--- config.mk ---
export PLATFORM = sky130hd
export DESIGN_NAME = sync_fifo_param
export DESIGN_NICKNAME = d
export VERILOG_FILES = /design/src/rtl/sync_fifo_pkg.sv /design/src/rtl/sync_fifo_mem.sv /design/src/rtl/sync_fifo_param.sv
export SDC_FILE = /design/constraint.sdc
export NUM_CORES = 1
export LEC_CHECK = 0
export CAP_MARGIN = 0
export CORE_MARGIN = 2
export CORE_UTILIZATION = 40
export DETAILED_ROUTE_END_ITERATION = 8
export PLACE_DENSITY = 0.58
export RECOVER_POWER = 25
export SYNTH_ARGS = -nofsm -noshare
export SYNTH_HDL_FRONTEND = slang
export SYNTH_SLANG_ARGS = --single-unit
--- constraint.sdc ---
create_clock -name clkf -period 4.35 [get_ports clkf]
set_clock_uncertainty 0.2 [all_clocks]
set_input_delay 0.435 -clock clkf [delete_from_list [all_inputs] [get_ports clkf]]
set_output_delay 0.435 -clock clkf [all_outputs]
set_load 0.02 [all_outputs]
--- src/rtl/sync_fifo_pkg.sv ---
// Shared sizing helpers and types for the single-clock parametrised FIFO.
package sync_fifo_pkg;

    localparam int unsigned DefAddrBits = 4;
    localparam int unsigned DefPtrW     = DefAddrBits + 1;

    // Occupancy / pointer type for the default configuration.
    typedef logic [DefPtrW-1:0] count_t;

    function automatic int unsigned depth_of(input int unsigned addrbits);
        return 32'd1 << addrbits;
    endfunction

    // One extra bit beyond the address distinguishes full from empty.
    function automatic int unsigned ptr_width_of(input int unsigned addrbits);
        return addrbits + 32'd1;
    endfunction

endpackage

--- src/rtl/sync_fifo_mem.sv ---
// WIDTH x DEPTH register-array storage with a synchronous write port.
// SYNC_FIFO_FWFT_EN selects a combinational read port; otherwise the read port is registered.
module sync_fifo_mem
    import sync_fifo_pkg::*;
#(
    parameter int unsigned WIDTH    = 32,
    parameter int unsigned ADDRBITS = 4
) (
    input  logic                clk_i,
    input  logic                rst_i,
    input  logic                we_i,
    input  logic [ADDRBITS-1:0] waddr_i,
    input  logic [WIDTH-1:0]    wdata_i,
    input  logic                re_i,
    input  logic [ADDRBITS-1:0] raddr_i,
    output logic [WIDTH-1:0]    rdata_o
);

    localparam int unsigned Depth = depth_of(ADDRBITS);

    logic [WIDTH-1:0] mem_q [Depth];

    // Storage is deliberately left out of reset.
    always_ff @(posedge clk_i) begin
        if (we_i) begin
            mem_q[waddr_i] <= wdata_i;
        end
    end

`ifdef SYNC_FIFO_FWFT_EN
    logic unused_rd_ctrl;
    assign unused_rd_ctrl = ^{rst_i, re_i};

    assign rdata_o = mem_q[raddr_i];
`else
    logic [WIDTH-1:0] rdata_q;

    always_ff @(posedge clk_i) begin
        if (rst_i) begin
            rdata_q <= '0;
        end else if (re_i) begin
            rdata_q <= mem_q[raddr_i];
        end
    end

    assign rdata_o = rdata_q;
`endif

endmodule

--- src/rtl/sync_fifo_param.sv ---
// Single-clock parametrised FIFO with used/free counts, almost flags and sticky error flags.
// Define SYNC_FIFO_FWFT_EN for first-word-fall-through reads; default is a one-cycle registered read.
module sync_fifo_param
    import sync_fifo_pkg::*;
#(
    parameter int unsigned WIDTH     = 32,
    parameter int unsigned ADDRBITS  = 4,
    parameter int unsigned AFULL_TH  = 14,
    parameter int unsigned AEMPTY_TH = 2
) (
    input  logic                clkf,
    input  logic                reset,
    input  logic [WIDTH-1:0]    wdataf,
    input  logic                wenf,
    input  logic                renf,
    input  logic                err_clr,
    output logic [WIDTH-1:0]    rdataf,
    output logic                eflagf,
    output logic                fflagf,
    output logic                afullf,
    output logic                aemptyf,
    output logic [ADDRBITS:0]   usedlocf,
    output logic [ADDRBITS:0]   emptylocf,
    output logic                ovf_err,
    output logic                udf_err
);

    localparam int unsigned Depth = depth_of(ADDRBITS);
    localparam int unsigned PtrW  = ptr_width_of(ADDRBITS);

    typedef logic [PtrW-1:0] ptr_t;

    localparam ptr_t DepthC    = ptr_t'(Depth);
    localparam ptr_t AfullThC  = ptr_t'(AFULL_TH);
    localparam ptr_t AemptyThC = ptr_t'(AEMPTY_TH);

    ptr_t wptr_q, wptr_d;
    ptr_t rptr_q, rptr_d;
    logic ovf_q, ovf_d;
    logic udf_q, udf_d;

    ptr_t             used;
    logic             full;
    logic             empty;
    logic             wr_acc;
    logic             rd_acc;
    logic [WIDTH-1:0] mem_rdata;

    // Status is purely a function of the registered pointers.
    assign used  = wptr_q - rptr_q;
    assign empty = (wptr_q == rptr_q);
    assign full  = (wptr_q[ADDRBITS-1:0] == rptr_q[ADDRBITS-1:0]) &&
                   (wptr_q[ADDRBITS] != rptr_q[ADDRBITS]);

    assign wr_acc = wenf && !full;
    assign rd_acc = renf && !empty;

    always_comb begin
        wptr_d = wptr_q + ptr_t'(wr_acc);
        rptr_d = rptr_q + ptr_t'(rd_acc);
    end

    // A new error in the same cycle as err_clr wins.
    always_comb begin
        ovf_d = ovf_q;
        udf_d = udf_q;
        if (err_clr) begin
            ovf_d = 1'b0;
            udf_d = 1'b0;
        end
        if (wenf && full) begin
            ovf_d = 1'b1;
        end
        if (renf && empty) begin
            udf_d = 1'b1;
        end
    end

    always_ff @(posedge clkf) begin
        if (reset) begin
            wptr_q <= '0;
            rptr_q <= '0;
            ovf_q  <= 1'b0;
            udf_q  <= 1'b0;
        end else begin
            wptr_q <= wptr_d;
            rptr_q <= rptr_d;
            ovf_q  <= ovf_d;
            udf_q  <= udf_d;
        end
    end

    sync_fifo_mem #(
        .WIDTH    (WIDTH),
        .ADDRBITS (ADDRBITS)
    ) u_mem (
        .clk_i   (clkf),
        .rst_i   (reset),
        .we_i    (wr_acc),
        .waddr_i (wptr_q[ADDRBITS-1:0]),
        .wdata_i (wdataf),
        .re_i    (rd_acc),
        .raddr_i (rptr_q[ADDRBITS-1:0]),
        .rdata_o (mem_rdata)
    );

`ifdef SYNC_FIFO_FWFT_EN
    assign rdataf = empty ? '0 : mem_rdata;
`else
    assign rdataf = mem_rdata;
`endif

    assign eflagf    = empty;
    assign fflagf    = full;
    assign afullf    = (used >= AfullThC);
    assign aemptyf   = (used <= AemptyThC);
    assign usedlocf  = used;
    assign emptylocf = DepthC - used;
    assign ovf_err   = ovf_q;
    assign udf_err   = udf_q;

endmodule
Yosys cells after proc, flatten, opt, wreduce, memory -nomap -nowiden
Memories as Yosys holds them, arrays and structs flattened. A register that Yosys moved wholly into a read port is not among the register bits.
Index checks and enable logic that the tools add are counted.
Widths: inputs -> output; s select.
- memories: 1
- RAM bits: 512
- output and inout port bits: 48
- bits in registers: 12
- $add $sub $neg: 4
- muxes and demuxes: 5
- reduce and logical (&&, ||, !) cells: 9
- equal/unequal tests: 3
- order comparisons: 2
- memory list (memory ; words ; bits a word ; read ports ; clocked after memory_dff ; write ports ; RTL line ; source):
    u_mem.mem_q ; 16 ; 32 ; 1 ; 1 ; 1 ; sync_fifo_mem.sv:21 ; logic [WIDTH-1:0] mem_q [Depth];
- operator list (kind ; count):
    $add 5x1->5 ; 2
    $eq 5x5->1 ; 1
    $ge 5x4->1 const B ; 1
    $le 5x2->1 const B ; 1
    $logic_and 1x1->1 ; 5
    $mux 1 ; 5
    $sub 5x5->5 ; 1
    $sub 5x5->5 const A ; 1
    $eq 4x4->1 ; 1
    $reduce_bool 2->1 ; 2
    $logic_not 1->1 ; 2
    $ne 1x1->1 ; 1

Longest topological paths before layout
Gate-level depths: netlist of run 1.
- depth after elaboration: 6
- gate-level depth with buffers: 14
- mapped depth without buffers: 10

Modules after synthesis
From an unflattened synthesis of run 1, not the netlist that was laid out.
- cell total of the unflattened synthesis: 1301
- area, all modules: 21759.6 µm²
- modules (own cells, without submodules) (module ; cells each ; area an instance (µm²) ; sequential area each (µm²) ; times used):
    sync_fifo_mem ; 1216 ; 20948.8 ; 16015.4 ; 1
    sync_fifo_param ; 85 ; 810.8 ; 240.2 ; 1

Worst setup path after synthesis of run 1
No wires, ideal clock.
- path type: register to register
- start point: register rptr_q[2]
- end point: memory u_mem.mem_q[0][0] (enable)
- required time: 3.689 ns
- path buffers: 2
- path slack: -0.487 ns
- library setup time: 0.461 ns
- cell stages (with the launch flop): 10
- clock period less this slack: 4.837 ns
- arrival: 4.176 ns
- path through: dfxtp_1 > buf_2 > buf_2 > inv_1 > ha_1 > nand4_1 > nor2_1 > nor2b_2 > or3b_2 > nor3_1
- cells in the longest elaborated chain, start to end: 6
- ends and longest elaborated chain (item ; RTL line ; source):
    start, declared ; sync_fifo_param.sv:38 ; ptr_t rptr_q, rptr_d;
    start signal, assigned ; sync_fifo_param.sv:87 ; rptr_q <= rptr_d;
    $eq 4x4->1 ; sync_fifo_param.sv:52 ; assign full = (wptr_q[ADDRBITS-1:0] == rptr_q[ADDRBITS-1:0]) &&
    $logic_and 1x1->1 ; sync_fifo_param.sv:52 ;
    via fflagf ; sync_fifo_param.sv:19 ; output logic fflagf,
    $logic_not 1->1 ; sync_fifo_param.sv:55 ; assign wr_acc = wenf && !full;
    $logic_and 1x1->1 ; sync_fifo_param.sv:55 ;
    $mux 1 ; sync_fifo_mem.sv:25 ; if (we_i) begin
    $mux 1 (not written as such) ; sync_fifo_mem.sv:26 ; mem_q[waddr_i] <= wdata_i;
    end, declared ; sync_fifo_mem.sv:21 ;
The timed path passes the listed nets, and every way through them passes these cells.

Worst setup path after layout of run 1
- start point: register wptr_q[1]
- end point: output port aemptyf
- cells in the longest elaborated chain, start to end: 2
- ends and longest elaborated chain (item ; RTL line ; source):
    start, declared ; sync_fifo_param.sv:37 ; ptr_t wptr_q, wptr_d;
    start signal, assigned ; sync_fifo_param.sv:86 ; wptr_q <= wptr_d;
    $sub 5x5->5 ; sync_fifo_param.sv:50 ; assign used = wptr_q - rptr_q;
    $le 5x2->1 ; sync_fifo_param.sv:116 ; assign aemptyf = (used <= AemptyThC);
    end, declared ; sync_fifo_param.sv:21 ; output logic aemptyf,
No other way between the ends.

==> results of run 1 <==
==> worst max-delay path, delay by kind of cell, from the launching register on <==
family | cells | cell delay, ns
compound gates | 3 | 0.80
flops | 1 | 0.75
buf+inv | 1 | 0.68
fa+ha+maj | 1 | 0.37
xor+xnor | 1 | 0.19
==> cells in the final DEF, fill, tap and decap left out, types with 2 or more instances in the layout <==
| cell | n |
|---|---|
| clkinv_2 | 7 |
| buf_12 | 7 |
| ha_1 | 10 |
| nand3_1 | 5 |
| clkinv_1 | 3 |
| a21o_1 | 4 |
| dfxtp_1 | 39 |
| nand2_1 | 3 |
| a21oi_1 | 3 |
| clkdlybuf4s50_1 | 64 |
| nor3_1 | 33 |
| dlygate4sd3_1 | 19 |
| nor3_4 | 4 |
| clkbuf_16 | 58 |
| nor2_4 | 12 |
| mux4_2 | 63 |
| bufinv_16 | 2 |
| mux2i_1 | 160 |
| nand3b_1 | 2 |
| clkbuf_1 | 21 |
| xnor2_1 | 7 |
| dfxtp_2 | 2 |
| buf_4 | 27 |
| dfxtp_4 | 3 |
| clkbuf_8 | 7 |
| edfxtp_1 | 512 |
| nor2b_1 | 6 |
| clkinvlp_4 | 5 |
| o22ai_1 | 64 |
| xor2_1 | 7 |
| inv_1 | 7 |
| nor2_1 | 75 |
| nand3_2 | 3 |
| a211oi_1 | 32 |
==> repair_timing <==
item | CTS | global route
hold buffers | 0 | 0
gates resized for setup | 0 | 1
setup endpoints to repair | 0 | 1
==> power by group <==
| group | internal (W) | leakage (nW) | switching [W] | total [W] |
|---|---|---|---|---|
| clock network | 0.00269 | 0.862 | 0.00197 | 0.00466 |
| logic | 0.000707 | 1.80 | 0.000877 | 0.00158 |
| registers | 0.00597 | 4.99 | 0.0000693 | 0.00604 |
| total | 0.00937 | 7.65 | 0.00292 | 0.0123 |
==> routing by layer <==
metal | global-route usage (%) | routed length (um)
met1 | 24.9 | 22100
met2 | 27.1 | 22100
met3 | 3.07 | 2360
met4 | 4.22 | 791
met5 | 0 | 16
==> cells by family (layout without fill, tap and decap cells) <==
family,count (synthesis),after routing,share of synthesized area [%]
other,0,1,0
buffers and inverters,73,231,1.92
multiplexers,225,225,14.3
adder cells (fa/ha/maj),11,11,0.680
flip-flops,556,556,76.1
XOR/XNOR,14,14,0.574
AO/OA/AOI/OAI,105,105,3.29
AND/OR/NAND/NOR,150,150,3.12
==> flip-flops by register name, indices dropped and copies added (netlist names) <==
| name | cells |
|---|---|
| ovf_err | 1 |
| rptr_q | 5 |
| u_mem.mem_q | 512 |
| u_mem.rdata_o | 32 |
| udf_err | 1 |
| wptr_q | 5 |
==> through the flow <==
stage          cells  setup WS (ns)  hold slack [ns]
2_1_floorplan   1134          0.385            0.334
3_3_place_gp    1875          0.783            0.287
3_5_place_dp    1875          0.745            0.292
4_1_cts         1980         0.0963            0.148
5_1_grt         1980          0.138            0.161
6_report        1981          0.328            0.156
==> final timing paths <==
path,start,endpoint,slack [ns],depth (start not counted)
setup / recovery,wptr_q[1]$_SDFF_PP0_,aemptyf,0.33,6
hold / removal,reset,wptr_q[4]$_SDFF_PP0_,0.16,2
setup reg to reg,wptr_q[1]$_SDFF_PP0_,u_mem.mem_q[0][1]$_DFFE_PP_,0.91,7
hold reg to reg,u_mem.rdata_o[25]$_SDFFE_PP0P_,u_mem.rdata_o[25]$_SDFFE_PP0P_,0.30,2
==> cell type report <==
type / instances / area, um^2 / share of cell area [%]
Timing Repair Buffer: 118 / 1180 / 4.72
Multi-Input combinational cell: 505 / 4850 / 19.4
Inverter: 8 / 30.0 / 0.120
Sequential cell: 556 / 16300 / 65.1
Clock inverter: 19 / 169 / 0.676
Clock buffer: 86 / 1630 / 6.51
Antenna cell: 1 / 2.50 / 0.0100
Tap cell: 688 / 861 / 3.44
==> load_flow_metrics.sql, run 1 <==
INSERT INTO impl_metrics (metric_group, metric, value, unit) VALUES
('route', 'vias_per_std_cell', '5.34', ''),
('run', 'maxCapViolations', '0', ''),
('place', 'io_buffer_count', '84', ''),
('yosys', 'count_leader_synth', 'edfxtp_1', ''),
('run_status', 'run_status', 'complete, no violations', ''),
('worst_setup_path', 'critical_path.cell_chain', 'ha_1 > a21o_1 > a21o_1 > xor2_1 > a2111oi_0 > clkdlybuf4s50_1', ''),
('clocking', 'tritoncts_num_sinks', '556', ''),
('grt', 'antenna_found_initial', '4', ''),
('worst_hold_path', 'hold_path.class', 'input pin to flip-flop', ''),
('yosys', 'postSynthNetCount', '1182', ''),
('worst_setup_path', 'timing.critical_path.slowest_stage_cell', 'dfxtp_1', ''),
('floorplanning', 'design.die.area', '55300', 'um^2'),
('floorplanning', 'core_region_area', '52700', 'um^2'),
('power_and_ir_drop', 'peakVddDrop', '0.313', 'mV'),
('worst_setup_path', 'worstPathRequired', '3.71', 'ns'),
('worst_setup_path', 'worstSetupPathType', 'flip-flop to primary output', ''),
('yosys', 'netlist_instances', '1134', ''),
('worst_setup_path', 'crit_path_max_incr_delay', '0.75', 'ns'),
('clocking', 'clock_path_buffers', '3', ''),
('route', 'drt-wirelength-per-cell', '23.9', 'um'),
('sta', 'max_slew_margin', '27.3', '%'),
('power_and_ir_drop', 'leakage', '7.65', 'nW'),
('place', 'gp_routability_congestion', '0.722', ''),
('yosys', 'sequential_fraction_of_the_synthesis_area', '76.1', '%'),
('worst_setup_path', 'worstPathArrival', '3.39', 'ns'),
('yosys', 'yosysUniqueCellTypes', '36', ''),
('yosys', 'netlist_area', '21400', 'um^2'),
('route', 'drt_pass1_iterations', '8', ''),
('worst_setup_path', 'maximum_fanout_along_the_worst_path', '11', ''),
('sta', 'worstMarginPinSlew', '1.09', 'ns'),
('sta', 'report.final.setup_viol', '0', ''),
('clocking', 'clock_edge_transition_at_the_registers_on_the_reported_setup_and_hold_paths', '0.06', 'ns'),
('route', 'ant_nets_after_route', '0', ''),
('worst_setup_path', 'start_kind', 'flip-flop', ''),
('power_and_ir_drop', 'pwr_density_cell', '492', 'nW/um^2'),
('yosys', 'yosys_register_bits', '556', ''),
('yosys', 'most_used_flip_flop_cell_after_synthesis', 'edfxtp_1', ''),
('grt', 'gr-total-overflow', '0', ''),
('place', 'postPlaceCellArea', '23200', 'um^2'),
('route', 'vias', '10600', ''),
('grt', 'first_global_vias', '10800', ''),
('sta', 'final_worst_path_cycle_share', '92.5', '%'),
('clocking', 'numCtsBuffers', '56', ''),
('layout', 'flow.area_growth_from_synthesis', '17.0', '%'),
('yosys', 'synth_largest_type_area_fraction', '72.0', '%'),
('floorplanning', 'initial_utilization', '40.6', '%'),
('sta', 'sum_of_negative_setup_slack', '0', 'ns'),
('power_and_ir_drop', 'post-layout-total-power', '0.0123', 'W'),
('route', 'drt_iter0_drc', '829', ''),
('route', 'detail_route.drc_violations', '0', ''),
('clocking', 'post_cts_buffers', '0', ''),
('clocking', 'insertion_delay', '0.61', 'ns'),
('place', 'place_hpwl', '25.0', 'mm'),
('route', 'routed_wl', '47.3', 'mm'),
('sta', 'count_of_pins_over_their_slew_limit', '0', ''),
('floorplanning', 'chipHeight', '235', 'um'),
('sta', 'post-route-min-period', '4.02', 'ns'),
('yosys', 'post_synth_most_frequent_cells', '512 x edfxtp_1, 160 x mux2i_1, 87 x nor2_1, 64 x o22ai_1, 63 x mux4_2', ''),
('layout', 'layout-drive-gt1-share', '16.1', '%'),
('sta', 'max_clock_freq', '249', 'MHz'),
('floorplanning', 'num_rows', '84', ''),
('yosys', 'post_synth_edffs', '512', ''),
('layout', 'fillers', '4334', ''),
('floorplanning', 'num_io_pins', '85', ''),
('yosys', 'syn_area_per_cell', '18.8', 'um^2'),
('yosys', 'synth_top_cells_by_area', 'edfxtp_1 72%, mux2i_1 7.5%, mux4_2 6.6%, dfxtp_1 4.1%, o22ai_1 1.9%', ''),
('yosys', 'synth_async_sr_flop_share', '0', '%'),
('clocking', 'htree_num_levels', '2', ''),
('yosys', 'synth_warnings', '0', ''),
('layout', 'final_net_count', '1293', ''),
('sta', 'final_hold_violations', '0', ''),
('worst_setup_path', 'endpoint_kind', 'primary output', ''),
('clocking', 'cts_tree', 'done', ''),
('layout', 'fin_util', '47.5', '%'),
('clocking', 'clockRootBuffer', 'clkbuf_16', ''),
('grt', 'maximum_number_of_pins_on_one_net_before_global_route_repair', '69', ''),
('floorplanning', 'fp.dieW', '235', 'um'),
('grt', 'grt_pass1_wl', '70.9', 'mm'),
('yosys', 'synth_top_area_cell', 'edfxtp_1', ''),
('worst_setup_path', 'timing.critical_path.mode_cell', 'a21o_1', ''),
('layout', 'fin_area', '25000', 'um^2'),
('grt', 'global_route.usage.total', '17.2', '%'),
('sta', 'grt_setup_unrepaired', 'false', '');
Note: power is estimated with default switching activity, not from simulation.
==> run 2, diff against run 1 <==
--- a/config.mk
+++ b/config.mk
@@ -7,9 +7,9 @@
 export LEC_CHECK = 0
 export CAP_MARGIN = 0
 export CORE_MARGIN = 2
-export CORE_UTILIZATION = 40
+export CORE_UTILIZATION = 54
 export DETAILED_ROUTE_END_ITERATION = 8
-export PLACE_DENSITY = 0.58
+export PLACE_DENSITY = 0.75
 export RECOVER_POWER = 25
 export SYNTH_ARGS = -nofsm -noshare
 export SYNTH_HDL_FRONTEND = slang
==> run 2 against run 1 <==
  * Power fell by 2.7%
  * Non-clock buffer count fell by 2
  * First-iteration DRC count rose by 10%
  * Routed wire length fell by 5.0%
  * Count of clock-buffer cells in the layout did not move
  * Sequential power barely moved
  * Critical path depth rose by 1
  * Fmax rose by 0.17%
  * Critical path type unchanged
  * Critical endpoint is now emptylocf[4]
  * Highest routed layer unchanged
==> load_flow_metrics.sql, run 2 (synthesis results as in run 1) <==
INSERT INTO impl_metrics (metric_group, metric, value, unit) VALUES
('power_and_ir_drop', 'post-layout-total-power', '0.0120', 'W'),
('sta', 'post-route-min-period', '4.02', 'ns'),
('route', 'drt-wirelength-per-cell', '25.0', 'um'),
('route', 'drt_iter0_drc', '915', ''),
('route', 'drt_pass1_iterations', '5', ''),
('floorplanning', 'initial_utilization', '55.0', '%'),
('power_and_ir_drop', 'peakVddDrop', '0.281', 'mV'),
('layout', 'final_net_count', '1287', ''),
('worst_setup_path', 'worstPathRequired', '3.71', 'ns'),
('layout', 'layout-drive-gt1-share', '15.2', '%'),
('sta', 'final_hold_violations', '0', ''),
('place', 'io_buffer_count', '84', ''),
('sta', 'worstMarginPinSlew', '1.12', 'ns'),
('sta', 'timing.hold.ws', '0.296', 'ns'),
('place', 'place_hpwl', '22.6', 'mm'),
('clocking', 'clock_edge_transition_at_the_registers_on_the_reported_setup_and_hold_paths', '0.06', 'ns'),
('clocking', 'cts_tree', 'done', ''),
('clocking', 'post_cts_buffers', '0', ''),
('worst_setup_path', 'worstPathArrival', '3.38', 'ns'),
('sta', 'grt_setup_unrepaired', 'false', ''),
('floorplanning', 'num_io_pins', '85', ''),
('route', 'routed_wl', '45.0', 'mm'),
('power_and_ir_drop', 'pwr_density_cell', '486', 'nW/um^2'),
('sta', 'sum_of_negative_setup_slack', '0', 'ns'),
('worst_hold_path', 'hold_path.class', 'flip-flop to flip-flop', ''),
('place', 'postPlaceCellArea', '23000', 'um^2'),
('layout', 'layout_commonest_cell', 'edfxtp_1', ''),
('grt', 'antenna_found_initial', '3', ''),
('sta', 'final_worst_path_cycle_share', '92.3', '%'),
('floorplanning', 'chipHeight', '203', 'um'),
('floorplanning', 'fp.dieW', '203', 'um'),
('sta', 'max_slew_margin', '25.4', '%'),
('place', 'dp_worst_setup_slack', '0.758', 'ns'),
('floorplanning', 'design.die.area', '41200', 'um^2'),
('place', 'gp_routability_congestion', '0.767', ''),
('grt', 'grt_pass1_wl', '67.7', 'mm'),
('route', 'vias', '10800', ''),
('clocking', 'numCtsBuffers', '52', ''),
('grt', 'global_route.peak_usage_layer', 'met2', ''),
('grt', 'first_global_vias', '11100', ''),
('grt', 'global_route.usage.total', '22.3', '%'),
('floorplanning', 'num_rows', '72', ''),
('run', 'maxCapViolations', '0', ''),
('clocking', 'clockRootBuffer', 'clkbuf_16', ''),
('route', 'ant_nets_after_route', '0', ''),
('route', 'detail_route.drc_violations', '0', ''),
('power_and_ir_drop', 'leakage', '7.56', 'nW'),
('worst_setup_path', 'worstSetupPathType', 'flip-flop to primary output', ''),
('worst_setup_path', 'maximum_fanout_along_the_worst_path', '11', ''),
('grt', 'use_met3', '3.48', '%'),
('sta', 'report.final.setup_viol', '0', ''),
('layout', 'fillers', '2645', ''),
('run_status', 'run_status', 'complete, no violations', ''),
('sta', 'count_of_pins_over_their_slew_limit', '0', ''),
('clocking', 'insertion_delay', '0.58', 'ns'),
('route', 'vias_per_std_cell', '6.01', ''),
('layout', 'regMostFlops', 'u_mem.mem_q', ''),
('worst_setup_path', 'start_kind', 'flip-flop', ''),
('sta', 'layout_setup_ws', '0.335', 'ns'),
('layout', 'flow.area_growth_from_synthesis', '15.2', '%'),
('sta', 'max_clock_freq', '249', 'MHz'),
('layout', 'layout.cells.most_common_list', '512 x edfxtp_1, 160 x mux2i_1, 75 x nor2_1, 64 x o22ai_1', ''),
('grt', 'gr-total-overflow', '0', ''),
('worst_setup_path', 'endpoint_kind', 'primary output', ''),
('clocking', 'clock_path_buffers', '3', ''),
('grt', 'grtUsageMet2', '37.1', '%'),
('floorplanning', 'core_region_area', '38800', 'um^2'),
('clocking', 'tritoncts_num_sinks', '556', ''),
('layout', 'fin_area', '24600', 'um^2'),
('layout', 'largest_register_ff_count', '512', ''),
('grt', 'maximum_number_of_pins_on_one_net_before_global_route_repair', '71', ''),
('grt', 'use_met1', '31.1', '%'),
('clocking', 'htree_num_levels', '2', '');
-- run 2: changes by cell type in the layout (fill, tap and decap cells not counted), sizes merged --
cell           change
bufinv             -1
diode              +2
buf                -3
clkdlybuf4s50      -1
dlygate4sd3        +2
clkinv             -5
clkinvlp           -2
-- run 2: critical path, stage by stage, from the launching register on --
cell             delay [ns]
dfxtp_1                0.76
fa_1                   0.62
inv_1                  0.09
ha_1                   0.18
nor3b_1                0.20
mux2_2                 0.19
xor2_1                 0.15
clkdlybuf4s50_1        0.62
-- run 2: path summary, 6_finish.rpt --
path	cells after the start	slack, ns	startpoint	to
setup reg to reg	7	0.93	wptr_q[1]$_SDFF_PP0_	u_mem.mem_q[0][0]$_DFFE_PP_
hold reg to reg	2	0.30	u_mem.rdata_o[21]$_SDFFE_PP0P_	u_mem.rdata_o[21]$_SDFFE_PP0P_
hold / removal	2	0.30	u_mem.rdata_o[21]$_SDFFE_PP0P_	u_mem.rdata_o[21]$_SDFFE_PP0P_
setup / recovery	7	0.33	wptr_q[1]$_SDFF_PP0_	emptylocf[4]
-- run 2: where the power goes --
group	total [W]	switching, W	internal (W)
Clock	0.00432	0.00185	0.00248
Combinational	0.00159	0.000873	0.000713
Sequential	0.00605	0.0000750	0.00597
Total	0.0120	0.00279	0.00916
-- run 2: per-stage QoR --
step	cells	util [%]
floorplan	1134	-
global placement	1702	59.1
detailed placement	1702	59.1
CTS	1800	63.4
global route	1801	63.4
finish	1803	63.4
-- run 2: repair_timing --
| item | CTS | global route |
|---|---|---|
| hold buffers | 1 | 0 |
| resized for setup | 0 | 1 |
| hold endpoints to repair | 4 | 0 |
| setup endpoints to repair | 0 | 1 |
-- run 2: final cells by class --
type                            count  area, um^2  share of cell area [%]
Inverter                            8        30.0                   0.122
Sequential cell                   556       16300                    66.1
Clock inverter                     11         101                   0.412
Multi-Input combinational cell    505        4850                    19.7
Tap cell                          518         648                    2.63
Antenna cell                        3        7.51                  0.0305
Clock buffer                       86        1540                    6.26
Timing Repair Buffer              116        1170                    4.74
-- run 2: metal layers --
metal,up-vias,routed length (um)
li1,4757,-
met3,59,2940
met5,-,13
met4,2,748
met2,414,22200
met1,5598,19100
